$ cat config.mk
export PLATFORM = sky130hd
export DESIGN_NAME = new_cache_control
export DESIGN_NICKNAME = d
export VERILOG_FILES = /design/src/rtl/cache_types_pkg.sv /design/src/rtl/new_meta_array.sv /design/src/rtl/new_cache_control.sv
export SDC_FILE = /design/constraint.sdc
export NUM_CORES = 1
export LEC_CHECK = 0
export BUFFER_PORTS_ARGS = -buffer_cell sky130_fd_sc_hd__buf_2
export CORE_AREA = 5 5 458 460
export CTS_BUF_LIST = sky130_fd_sc_hd__clkbuf_2 sky130_fd_sc_hd__clkbuf_4 sky130_fd_sc_hd__clkbuf_8
export DETAILED_ROUTE_END_ITERATION = 10
export DIE_AREA = 0 0 463 465
export GPL_TIMING_DRIVEN = 0
export PLACE_DENSITY = 0.3
export SLEW_MARGIN = 20
export SYNTH_ARGS = -nofsm -noshare
export SYNTH_HDL_FRONTEND = slang
export SYNTH_SLANG_ARGS = --single-unit
$ cat constraint.sdc
create_clock -name clk -period 5.42 [get_ports clk]
set_input_delay 0.813 -clock clk [delete_from_list [all_inputs] [get_ports clk]]
set_output_delay 0.813 -clock clk [all_outputs]
set_load 0.01 [all_outputs]
$ cat src/rtl/cache_types_pkg.sv
// Shared widths and controller state encoding for the direct-mapped,
// write-back L1 cache controller.
package cache_types_pkg;

  localparam int s_offset = 5;
  localparam int s_index  = 3;
  localparam int s_tag    = 32 - s_offset - s_index;
  localparam int s_mask   = 2 ** s_offset;
  localparam int s_line   = 8 * s_mask;
  localparam int num_sets = 2 ** s_index;

  typedef enum logic [1:0] {
    IDLE,
    WRITEBACK,
    FILL
  } ctrl_state_t;

endpackage

$ cat src/rtl/new_meta_array.sv
// Per-set tag, valid and dirty storage with combinational read and
// independently strobed synchronous writes.
module new_meta_array
  import cache_types_pkg::*;
(
  input  logic               clk,
  input  logic               rst,
  input  logic [s_index-1:0] index,
  input  logic               load_tag,
  input  logic               load_valid,
  input  logic               load_dirty,
  input  logic [s_tag-1:0]   tag_in,
  input  logic               valid_in,
  input  logic               dirty_in,
  output logic [s_tag-1:0]   tag_out,
  output logic               valid_out,
  output logic               dirty_out
);

  logic [num_sets-1:0][s_tag-1:0] tag_q, tag_d;
  logic [num_sets-1:0]            valid_q, valid_d;
  logic [num_sets-1:0]            dirty_q, dirty_d;

  always_comb begin
    tag_d   = tag_q;
    valid_d = valid_q;
    dirty_d = dirty_q;
    if (load_tag)   tag_d[index]   = tag_in;
    if (load_valid) valid_d[index] = valid_in;
    if (load_dirty) dirty_d[index] = dirty_in;
  end

  always_ff @(posedge clk) begin
    if (rst) begin
      tag_q   <= '0;
      valid_q <= '0;
      dirty_q <= '0;
    end else begin
      tag_q   <= tag_d;
      valid_q <= valid_d;
      dirty_q <= dirty_d;
    end
  end

  assign tag_out   = tag_q[index];
  assign valid_out = valid_q[index];
  assign dirty_out = dirty_q[index];

endmodule

$ cat src/rtl/new_cache_control.sv
// Sequencing controller for the direct-mapped write-back L1: hit handling,
// dirty writeback and line fill over the 256-bit memory handshake.
module new_cache_control
  import cache_types_pkg::*;
(
  input  logic               clk,
  input  logic               rst,
  input  logic               mem_read,
  input  logic               mem_write,
  input  logic [31:0]        mem_address,
  input  logic [3:0]         mem_byte_enable,
  input  logic [31:0]        mem_wdata,
  output logic [31:0]        mem_rdata,
  output logic               mem_resp,
  output logic [s_index-1:0] da_rindex,
  output logic [s_index-1:0] da_windex,
  output logic [s_mask-1:0]  da_write_en,
  output logic [s_line-1:0]  da_datain,
  input  logic [s_line-1:0]  da_dataout,
  output logic               pmem_read,
  output logic               pmem_write,
  output logic [31:0]        pmem_address,
  output logic [s_line-1:0]  pmem_wdata,
  input  logic [s_line-1:0]  pmem_rdata,
  input  logic               pmem_resp
);

  ctrl_state_t state_q, state_d;

  logic [s_tag-1:0]   req_tag;
  logic [s_index-1:0] req_index;
  logic [2:0]         req_word;
  logic               req_valid;
  logic               hit;
  logic               unused_addr_bits;

  logic               load_tag, load_valid, load_dirty;
  logic               valid_in, dirty_in;
  logic [s_tag-1:0]   tag_out;
  logic               valid_out, dirty_out;

  assign req_tag          = mem_address[31:s_offset+s_index];
  assign req_index        = mem_address[s_offset+s_index-1:s_offset];
  assign req_word         = mem_address[s_offset-1:2];
  assign unused_addr_bits = ^mem_address[1:0];
  assign req_valid        = mem_read | mem_write;
  assign hit              = valid_out && (tag_out == req_tag);

  assign da_rindex = req_index;
  assign da_windex = req_index;

  new_meta_array u_meta (
    .clk        (clk),
    .rst        (rst),
    .index      (req_index),
    .load_tag   (load_tag),
    .load_valid (load_valid),
    .load_dirty (load_dirty),
    .tag_in     (req_tag),
    .valid_in   (valid_in),
    .dirty_in   (dirty_in),
    .tag_out    (tag_out),
    .valid_out  (valid_out),
    .dirty_out  (dirty_out)
  );

  // Everything is gated by rst so a reset coincident with pmem_resp
  // abandons the burst without touching metadata or the data array.
  always_comb begin
    state_d      = state_q;
    mem_rdata    = '0;
    mem_resp     = 1'b0;
    da_write_en  = '0;
    da_datain    = '0;
    pmem_read    = 1'b0;
    pmem_write   = 1'b0;
    pmem_address = '0;
    pmem_wdata   = '0;
    load_tag     = 1'b0;
    load_valid   = 1'b0;
    load_dirty   = 1'b0;
    valid_in     = 1'b0;
    dirty_in     = 1'b0;
    if (!rst) begin
      unique case (state_q)
        IDLE: begin
          if (req_valid) begin
            if (hit) begin
              mem_resp = 1'b1;
              if (mem_read) begin
                mem_rdata = da_dataout[{req_word, 5'b0} +: 32];
              end else begin
                da_write_en = s_mask'(mem_byte_enable) << {req_word, 2'b00};
                da_datain   = {8{mem_wdata}};
                load_dirty  = 1'b1;
                dirty_in    = 1'b1;
              end
            end else begin
              state_d = (valid_out && dirty_out) ? WRITEBACK : FILL;
            end
          end
        end
        WRITEBACK: begin
          pmem_write   = 1'b1;
          pmem_address = {tag_out, req_index, {s_offset{1'b0}}};
          pmem_wdata   = da_dataout;
          if (pmem_resp) begin
            load_dirty = 1'b1;
            state_d    = FILL;
          end
        end
        FILL: begin
          pmem_read    = 1'b1;
          pmem_address = {req_tag, req_index, {s_offset{1'b0}}};
          da_datain    = pmem_rdata;
          if (pmem_resp) begin
            da_write_en = '1;
            load_tag    = 1'b1;
            load_valid  = 1'b1;
            valid_in    = 1'b1;
            load_dirty  = 1'b1;
            state_d     = IDLE;
          end
        end
        default: state_d = IDLE;
      endcase
    end
  end

  always_ff @(posedge clk) begin
    if (rst) state_q <= IDLE;
    else     state_q <= state_d;
  end

endmodule
==> results.md <==
Route:
- The iteration count of the initial detailed-routing pass is 7.
- The amount of wire on met3 after detailed routing is 22860 um.
- Wire segments on met2 add up to 133000 um in the final route.
- After detailed routing, the wire length on met1 is 96250 um.
- The detailed router placed around 25000 vias in this run.
- The remaining routing DRC violations is 0.
- For this block, the routed nets add up to roughly 260000 um of wire.
- The number of DRC violations after detailed-routing iteration 0 is 2420.
- Dividing the detail-routed wire length by the instance count gives 42.83 um.
- Once detail routing completed, the nets flagged for antenna violations numbered 0.
- After detailed routing, the number of vias per cell comes to around 4.0.
- The highest metal layer carrying signal wires in the routed design is met5.

Layout:
- The final non-filler cell area is ~28000 um2.
- In the final design database the tool counted between 3000 and 4000 nets.
- The commonest non-fill, non-tap cell in the layout is buf_2.
- The synthesis-to-finish area growth is 65.11%.
- For this run, the number of standard cells in the final layout without fillers is 6166.
- Leaving out fill and tap cells, the most frequent cells in the layout are buf_2, nand2_1, and2_1.
- The post-route netlist has 43.92% of its cells at a drive strength greater than 1.

Timing:
- The final hold violation count came to 0.
- The worst relative slew slack is between 20% and 30%.
- The number of setup violations in the final report is 0.
- Setup total negative slack on the finished layout was measured at 0 ns.
- The count of final max-slew check failures was 0.
- The share of the cycle needed by the critical path after routing is 98.98%.
- At the pin with the least slew margin, the transition time is between 1 and 1.5 ns.
- Once routing completed, OpenROAD measured the worst setup slack at 0.05552 ns.
- Subtracting the final worst setup slack from the clock period gives 5.364 ns.
- The setup skew after layout is 0.01541 ns.
- Static timing analysis puts the maximum clock frequency at roughly 0.19 GHz.

Pwr:
- The worst IR drop on VDD is between 0.1 and 0.15 mV.
- Dividing total power by cell area gives a power density of 184.0 nW/um2.
- The total power draw is 0.005094 W.
- For this design the static power due to leakage is 12.76 nW.

Placed design:
- The HPWL after detailed placement is 233400 um.
- Timing analysis after detailed placement gives a worst setup slack of -1.795 ns.
- The post-detailed-placement cell area is 25940 um2.
- The final weighted congestion in routability-driven placement is 1.015.
- The count of buffers added on input and output ports is about 1100.
- The cell count after placement is 5987.

Logic synthesis:
- The number of enable-type register cells in the synthesized netlist is 0.
- The cell count after synthesis came out at 2133.
- The netlist uses 52 different library cells.
- The top flip-flop cell by instance count after synthesis is dfxtp_1.
- The synthesis-stage register bit count is 210.
- The combined area of all synthesized cells is approximately 17000 um2.
- By area the synthesized netlist is led by dfxtp_1, a22o_1, mux4_2, and2_1, nand2_1.
- The synthesized design spends more area on one cell type than any other, namely dfxtp_1.
- Of all flip-flops after synthesis, the portion carrying an async set or reset was 0%.
- The total of warnings raised by yosys is 0.
- In this run the biggest area consumer among cell types represents around a quarter of the synthesized area.
- For this run, the register share of the synthesized area comes to 25.07%.
- The average cell area after synthesis is around 7.9 um2.

GRT:
- The total routing usage reported by global routing is 23.18%.
- The number of global-route vias before repair is 23774.
- The number of antenna violations at the first check in global routing was between 150 and 200.
- The wire length of the first global-routing pass is 317600 um.
- After global routing the overflow that remains totals 0.
- Entering global routing, the biggest net connects 12 pins.

Floorplanning:
- The floorplan step defined a die boundary enclosing 215300 um2.
- The height of the die is 465 um.
- The initial core utilization is under 10%.
- The initialized floorplan defines 167 standard-cell rows.
- The die is 463 um wide.
- The floorplan step defined a core boundary enclosing 205600 um2.
- The count of boundary I/O pins is roughly 1200.

CTS:
- The CTS tree is built.
- CTS placed an instance of clkbuf_8 at the clock tree root.
- For this design, the sink count on the clock tree is 210.
- After clock tree synthesis, the clock-pin slew on the worst setup and hold paths is 0.06 ns.
- Counting along the longest clock path gives a buffer depth of 3.
- The clock latency on the worst-skew pair is between 0.6 and 0.7 ns.
- The number of clock buffers inserted by TritonCTS is 43.
- In this run, post-CTS hold repair placed 0 buffers.
- The number of levels the H-tree was split into is 2.

Worst setup path:
- The worst register-to-register path ends at u_meta.tag_q[59].
- The number of buffers and inverters on the critical path is 4.
- The worst register-to-register path has a setup slack of 0.83 ns.
- The kind of end point of the critical path is an output pin.
- The worst reg-to-reg path cell count is 12.
- For the worst setup path, the data required time is 4.61 ns.
- For the worst setup path, the data arrival time is ~4.6 ns.
- On the worst path, the slowest cell contributes a delay of roughly 0.56 ns.
- The source of the worst register-to-register timing path is state_q[0].
- In this run the worst path has a maximum fanout of 10.
- Tracing the worst setup path back leads to its startpoint at mem_address[5].
- The category of cells accounting for the largest share of critical-path delay is simple AND/OR/NAND/NOR gates.
- Traced cell by cell, the critical path runs through buf_6 -> buf_8 -> mux4_2 -> mux2i_4 -> xor2_1 -> nand3_2 -> nor4_2 -> and4_1 -> nand3_4 -> clkbuf_2 -> nor2_1 -> buf_2.
- The worst setup path is of the input pin to output pin kind.
- The cell with the largest stage delay on the worst path is mux4_2.
- The kind of launch point of the worst setup path is an input pin.

Status:
- The run finished with clean final reports.

Min path:
- The worst hold path terminates at u_meta.valid_q[2].
- Counting instances, the worst hold path has a depth of 1.
- The worst hold path begins at u_meta.valid_q[2].
- The type of the tightest min-delay check is flop to flop.

Run:
- The max-capacitance violation count is 0.
final cells by class:
class                           instances  area, um2
Fill cell                           24125     177900
Multi-Input combinational cell       1637      11630
Timing Repair Buffer                 1153       5813
Sequential cell                       210       4204
Tap cell                             2704       3383
Buffer                                275       1404
Clock buffer                           73      935.9
Antenna cell                           99      247.7
Inverter                               10      37.54
Clock inverter                          5      31.28
cell families after synthesis:
family                   after synthesis  share of synthesized area (%)
AO/OA/AOI/OAI                        562                          24.21
XOR/XNOR                              14                         0.7314
adder cells (fa/ha/maj)                4                         0.2985
buffers and inverters                290                          7.478
flip-flops                           210                          25.07
multiplexers                         185                          17.42
other                                  1                        0.02237
AND/OR/NAND/NOR                      867                          24.77
worst reg2reg max path: stages (launching register included):
cell and delay (ns):
dfxtp_1 0.35, inv_1 0.09, ha_1 0.14, clkbuf_1 0.59
nor2b_1 0.21, clkbuf_2 0.38, nand2_1 0.22, clkbuf_1 0.44
nor3_1 0.67, clkbuf_1 0.55, clkbuf_1 0.64, nand2_1 0.13
o21ai_0 0.10
sequential cells by signal (all words and copies together), names as in the netlist:
signal          cells
u_meta.dirty_q      8
u_meta.valid_q      8
state_q             2
u_meta.tag_q      192
metrics by stage:
stage               hold WS, ns  utilization, %
floorplan                0.4211               -
global placement         0.4323           12.59
detailed placement       0.4356           12.62
CTS                      0.4486           13.28
global route             0.4687           13.39
finish                   0.4503           13.46
report_power, final:
group / leakage [nW] / internal [W] / total, W / switching [W]
Combinational: 10.6 / 0.000518 / 0.00162 / 0.00110
Sequential: 1.69 / 0.00156 / 0.00157 / 0.00000976
Clock: 0.513 / 0.00108 / 0.00190 / 0.000816
metal layers:
layer,global-route usage [%],vias up
met5,0,-
met4,8.381,66
met3,7.793,437
met2,41.90,1603
met1,25.15,12577
li1,-,10062
Yosys cell counts (18+ instances only):
cell type / n
buf_4: 38
buf_1: 44
nand3_1: 32
nor2_1: 83
mux2_2: 34
clkbuf_1: 180
dfxtp_1: 210
a22oi_1: 18
nand2_1: 409
and2_1: 259
a21o_1: 36
a22o_1: 258
mux2i_1: 69
mux4_2: 82
buf_2: 18
o21ai_0: 189
nor3_1: 22
timing repair:
action / 4_1_cts / 5_1_grt
resized for setup: 112 / 22
setup endpoints to repair: 578 / 174
buffers inserted: 5 / 2
pin swaps: 2 / 0
worst max path at each step:
stage                       to  slack, ns  cells past startpoint
3_5_place_dp     mem_rdata[30]      -1.80                     14
6_report         mem_rdata[16]       0.06                     12
5_1_grt        da_write_en[14]     -0.007                     14
4_1_cts         da_datain[200]      0.006                     17
2_1_floorplan  da_write_en[30]       0.87                     11
3_3_place_gp   da_write_en[29]      -3.14                     14
Note: power is estimated with default switching activity, not from simulation.
